`config.mk`:
```
export PLATFORM = sky130hd
export DESIGN_NAME = range_expander
export DESIGN_NICKNAME = d
export VERILOG_FILES = /design/src/rtl/range_expander.sv
export SDC_FILE = /design/constraint.sdc
export NUM_CORES = 1
export LEC_CHECK = 0
export BUFFER_PORTS_ARGS = -buffer_cell sky130_fd_sc_hd__buf_2
export CORE_MARGIN = 2
export CORE_UTILIZATION = 42
export CTS_CLUSTER_SIZE = 20
export DETAILED_ROUTE_END_ITERATION = 6
export PLACE_DENSITY = 0.7
export SETUP_SLACK_MARGIN = 0.2
export SYNTH_ARGS = -nofsm -noshare
export SYNTH_HDL_FRONTEND = slang
export SYNTH_SLANG_ARGS = --single-unit
```
`constraint.sdc`:
```
create_clock -name clk -period 4.45 [get_ports clk]
set_input_delay 0.2225 -clock clk [delete_from_list [all_inputs] [get_ports clk]]
set_output_delay 0.2225 -clock clk [all_outputs]
set_load 0.03 [all_outputs]
```
`src/rtl/range_expander.sv`:
```
// Expands inclusive [lo, hi] ranges into beats of LANES consecutive values plus a per-lane keep mask.
// Define RANGE_EXPANDER_STATS_EN to add the stat_ranges / stat_values counters.
module range_expander #(
  parameter int unsigned BIT_WIDTH = 32,
  parameter int unsigned LANES     = 4,
  parameter type         DATA_TYPE = logic [BIT_WIDTH-1:0]
) (
  input  logic             clk,
  input  logic             rst,
  input  logic             in_valid,
  input  DATA_TYPE         in_lo,
  input  DATA_TYPE         in_hi,
  output logic             in_ready,
  output logic             out_valid,
  output DATA_TYPE         out_data [0:LANES-1],
  output logic [LANES-1:0] out_keep,
  input  logic             out_ready,
  output logic             busy
`ifdef RANGE_EXPANDER_STATS_EN
  ,
  output logic [31:0]      stat_ranges,
  output logic [63:0]      stat_values
`endif
);

  typedef logic [BIT_WIDTH-1:0] word_t;
  typedef enum logic {IDLE, EMIT} state_t;

  state_t state_q, state_d;
  word_t  cur_q, cur_d;
  word_t  hi_q, hi_d;
  word_t  lo_in, hi_in, span;
  logic   emitting, last, xfer, accept, non_empty;

  // span never underflows because hi_q >= cur_q whenever a beat is shown
  always_comb begin
    lo_in     = word_t'(in_lo);
    hi_in     = word_t'(in_hi);
    span      = hi_q - cur_q;
    emitting  = (state_q == EMIT);
    last      = span < word_t'(LANES);
    xfer      = emitting && out_ready;
    in_ready  = !rst && (!emitting || (last && out_ready));
    accept    = in_valid && in_ready;
    non_empty = lo_in <= hi_in;

    state_d = state_q;
    cur_d   = cur_q;
    hi_d    = hi_q;
    if (xfer) begin
      if (last) state_d = IDLE;
      else      cur_d   = cur_q + word_t'(LANES);
    end
    if (accept) begin
      state_d = non_empty ? EMIT : IDLE;
      if (non_empty) begin
        cur_d = lo_in;
        hi_d  = hi_in;
      end
    end
  end

  always_ff @(posedge clk) begin
    if (rst) begin
      state_q <= IDLE;
      cur_q   <= '0;
      hi_q    <= '0;
    end else begin
      state_q <= state_d;
      cur_q   <= cur_d;
      hi_q    <= hi_d;
    end
  end

  assign out_valid = emitting;
  assign busy      = emitting;

  for (genvar i = 0; i < LANES; i++) begin : g_lane
    assign out_data[i] = DATA_TYPE'(emitting ? cur_q + word_t'(i) : word_t'(0));
    assign out_keep[i] = emitting && (word_t'(i) <= span);
  end

`ifdef RANGE_EXPANDER_STATS_EN
  logic [31:0] stat_ranges_q, stat_ranges_d;
  logic [63:0] stat_values_q, stat_values_d;
  logic [63:0] kept;

  always_comb begin
    kept = '0;
    for (int k = 0; k < LANES; k++) kept = kept + 64'(out_keep[k]);
    stat_ranges_d = stat_ranges_q + 32'(accept && non_empty);
    stat_values_d = xfer ? stat_values_q + kept : stat_values_q;
  end

  always_ff @(posedge clk) begin
    if (rst) begin
      stat_ranges_q <= '0;
      stat_values_q <= '0;
    end else begin
      stat_ranges_q <= stat_ranges_d;
      stat_values_q <= stat_values_d;
    end
  end

  assign stat_ranges = stat_ranges_q;
  assign stat_values = stat_values_q;
`endif

endmodule

```
==> impl_metrics.csv <==
group,metric,value,unit
setup_path,worst_path_dominant_cell_family,"simple AND/OR/NAND/NOR gates",
clocking,cts_root_buf,"clkbuf_16",
min_path,worstHoldPathType,"in2reg",
setup_path,crit_chain,"inv_1 -> ha_1 -> a21oi_2 -> o21a_1 -> o21a_1 -> o21ai_0 -> or4_1 -> a211oi_1 -> and4_4 -> and3_4 -> a21oi_1 -> nor2_1 -> buf_4",
placement,input_output_buffers,202,
setup_path,critical_path.n_buffers_inverters,2,
timing,setup_viol,0,
timing,skew,0.007253,ns
route,post-route-drc-count,0,
power_and_ir_drop,power.share.sequential,23.0,%
floorplanning,rows,50,
timing,final-max-slew-violation-count,0,
placement,place.detailed.instances,1655,
setup_path,worst_ep_arrival_time,3.93,ns
global_route,grt_first_pass_wirelength,53010,um
global_route,grt-ovfl-total,0,
timing,worst_pin_slew,1.057,ns
placement,gp_congestion,0.9648,
route,wl_per_cell,21.23,um
setup_path,crit_required,4.23,ns
floorplanning,die_area,0.02053,mm2
clocking,cts_tree,"built",
run_status,run_status,"finished clean",
logic_synthesis,synth_enable_flop_cells,0,
placement,placement.cell_area,0.009624,mm2
floorplanning,io_pins,203,
timing,tns,0,ns
clocking,cts_buffer_depth,2,
setup_path,critPathMostFrequentCell,"o21a_1",
finish,fillers,2004,
timing,timing.final.crit_period,4.154,ns
finish,final_common_cell,"buf_2",
timing,hold_violations,0,
logic_synthesis,yosysSeqAreaShare,15.97,%
setup_path,max_stage_delay,0.52,ns
global_route,first_global_vias,9190,
timing,timing.slew.headroom,28.88,%
power_and_ir_drop,power_frac_comb,53.5,%
power_and_ir_drop,p_int,0.001645,W
power_and_ir_drop,power.share.clock,23.5,%
route,drt-pass1-iter-count,5,
placement,dp_worst_setup_slack,0.3061,ns
finish,antenna_cells_inserted,0,
route,drt_iter0_markers,1031,
power_and_ir_drop,p_leak,4.229,nW
global_route,groute.usage.overall,33.81,%
finish,drive_gt1_share,23.32,%
logic_synthesis,post_synth_num_cell_types,72,
finish,postLayoutCellArea,0.01001,mm2
setup_path,path_max_fanout,10,
clocking,clock_sink_count,65,
timing,rsz0062_at_grt,"no",
setup_path,end_kind,"output port",
power_and_ir_drop,total_switching_power,0.001386,W
route,vias,10240,
run,max_cap_viol_count,0,
finish,final_core_utilization,52.99,%
power_and_ir_drop,cellPowerDensity,302.8,mW/mm2
finish,most-common-layout-cells,"buf_2 (201), a21oi_1 (150), nor2_1 (138), o21ai_0 (92), nand2_1 (85)",
clocking,cts.clk_slew.worst_paths,0.06,ns
timing,min_period_over_period,93.35,%
timing,max_freq,0.2407,GHz
finish,area_overhead_vs_synth,22.86,%
floorplanning,core,0.01889,mm2
route,antenna_viol_nets_final,0,
floorplanning,x_dimension_of_the_die,143.3,um
logic_synthesis,ys.warnings.count,0,
floorplanning,dieHeight,143.3,um
setup_path,setup.worst_path.start_class,"flop",
setup_path,criticalPathCategory,"reg2out",
setup_path,slowest_stage_cell_crit_path,"or4_1",
power_and_ir_drop,netSwitchingFraction,45.72,%
power_and_ir_drop,worst_ir_drop_vdd,181.0,uV
finish,num-nets-final,1548,
finish,fin_cells,1675,
logic_synthesis,avgSynthCellArea,6.691,um2
route,drt-vias-per-instance,6.112,
logic_synthesis,postSynthRegisterBits,65,
clocking,clkLatencyLatePin,0.35,ns
placement,place_hpwl,29020,um
clocking,clock_tree.htree_level_count,3,
logic_synthesis,syn_inst,1218,
logic_synthesis,ys_dominant_reg_cell,"dfxtp_1",
global_route,initial_antenna_violation_count,0,
logic_synthesis,syn_area,0.008149,mm2
route,routed_wirelength,35570,um
logic_synthesis,async_flop_share,0,%
logic_synthesis,synth.net_count,1355,
floorplanning,starting_density_of_the_core,43.13,%
clocking,numCtsBuffers,9,
timing,postLayoutSetupSlackWorst,0.2961,ns
global_route,grt_max_degree,94,
## cells in the mapped netlist (5+ instances only)
| library cell | instances | area (um2) |
|---|---|---|
| a211oi_1 | 9 | 67.56 |
| a21o_1 | 12 | 90.09 |
| a21oi_1 | 151 | 755.7 |
| a311oi_1 | 30 | 262.8 |
| a31oi_1 | 8 | 50.05 |
| and3_1 | 9 | 56.30 |
| and4_1 | 8 | 70.07 |
| buf_1 | 6 | 22.52 |
| buf_2 | 14 | 70.07 |
| buf_4 | 8 | 60.06 |
| clkbuf_1 | 63 | 236.5 |
| clkinv_1 | 5 | 18.77 |
| dfxtp_1 | 65 | 1301 |
| ha_1 | 68 | 850.8 |
| inv_1 | 72 | 270.3 |
| nand2_1 | 85 | 319.1 |
| nand2b_1 | 7 | 43.79 |
| nand3_1 | 68 | 340.3 |
| nand4_1 | 26 | 162.7 |
| nor2_1 | 138 | 518.0 |
| nor2b_1 | 5 | 31.28 |
| nor3_1 | 17 | 85.08 |
| nor4_1 | 7 | 43.79 |
| o211ai_1 | 9 | 67.56 |
| o21a_1 | 11 | 82.58 |
| o21ai_0 | 94 | 470.5 |
| o21ai_1 | 6 | 30.03 |
| o221ai_1 | 5 | 43.79 |
| o31ai_1 | 22 | 165.2 |
| or3_1 | 42 | 262.8 |
| or4_1 | 20 | 150.1 |
| xnor2_1 | 51 | 446.7 |
| xor2_1 | 12 | 105.1 |
## cell families (layout without fill, tap and decap cells)
logic type | Yosys count | after routing | synth area share, %
and+or+nand+nor | 447 | 447 | 27.16
buffers and inverters | 172 | 369 | 8.721
DFF | 65 | 65 | 15.97
xor gates and xnor gates | 63 | 63 | 6.771
adders and majority gates | 69 | 69 | 10.69
muxes | 3 | 3 | 0.3992
AOI/OAI and AO/OA | 399 | 399 | 30.29
## power groups by stage
stage | clock network [W] | logic, W | registers, W
3_5_place_dp | 0 | 0.00154 | 0.000704
3_3_place_gp | 0 | 0.00155 | 0.000703
5_1_grt | 0.000732 | 0.00174 | 0.000701
2_1_floorplan | 0 | 0.00106 | 0.000681
4_1_cts | 0.000711 | 0.00156 | 0.000692
6_report | 0.000713 | 0.00162 | 0.000697
## final cells by class
class                   instances  area (um2)  area share [%]
multi-input cells             981        6197           61.90
repair buffers                277        1602           16.00
flip-flops and latches         65        1309           13.07
well taps                     260       325.3           3.249
inverters                      77       294.0           2.937
clock buffers                   9       225.2           2.249
clock inverters                 6       60.06          0.5999
## sequential cells by signal, indices dropped and copies added, names as in the netlist
signal / flops
cur_q: 32
hi_q: 32
busy: 1
## final timing paths
path / end / slack (ns) / start / cells after the start
hold / removal: hi_q[31]$_SDFFE_PP0P_ / 0.15 / in_hi[31] / 3
hold reg to reg: hi_q[0]$_SDFFE_PP0P_ / 0.47 / hi_q[0]$_SDFFE_PP0P_ / 2
setup / recovery: in_ready / 0.30 / cur_q[14]$_SDFF_PP0_ / 13
setup reg to reg: cur_q[14]$_SDFF_PP0_ / 0.40 / cur_q[14]$_SDFF_PP0_ / 14
## metrics by stage
step           power [W]  hold WS (ns)
6_report        0.003031        0.1549
5_1_grt         0.003174        0.1768
4_1_cts         0.002968        0.1500
3_5_place_dp    0.002247        0.4610
3_3_place_gp    0.002255        0.4623
2_1_floorplan   0.001743        0.3795
## what timing repair did
| item | CTS | global route |
|---|---|---|
| endpoints found under the setup margin | 4 | 19 |
| gates resized for setup | 7 | 19 |
| hold buffers | 0 | 0 |
| buffers inserted | 1 | 4 |
| pin swaps | 1 | 6 |
## routing by layer
metal | share of wire, % | track usage [%] | vias up
met5 | 0 | 0 | -
li1 | - | - | 4831
met1 | 43 | 46.02 | 4721
met2 | 43 | 52.91 | 597
met4 | 4.5 | 14.65 | 0
met3 | 9.7 | 5.432 | 89
## worst reg2reg max path, cell delays in order (launching register included)
cell	delay [ns]
dfxtp_2	0.45
inv_1	0.13
ha_1	0.44
a21oi_2	0.28
o21a_1	0.19
o21a_1	0.14
o21ai_0	0.12
or4_1	0.52
a211oi_1	0.28
and4_4	0.29
buf_4	0.12
nand4_1	0.18
buf_12	0.25
a21oi_1	0.41
a311oi_1	0.09
Power figures use the tool's default switching activity.
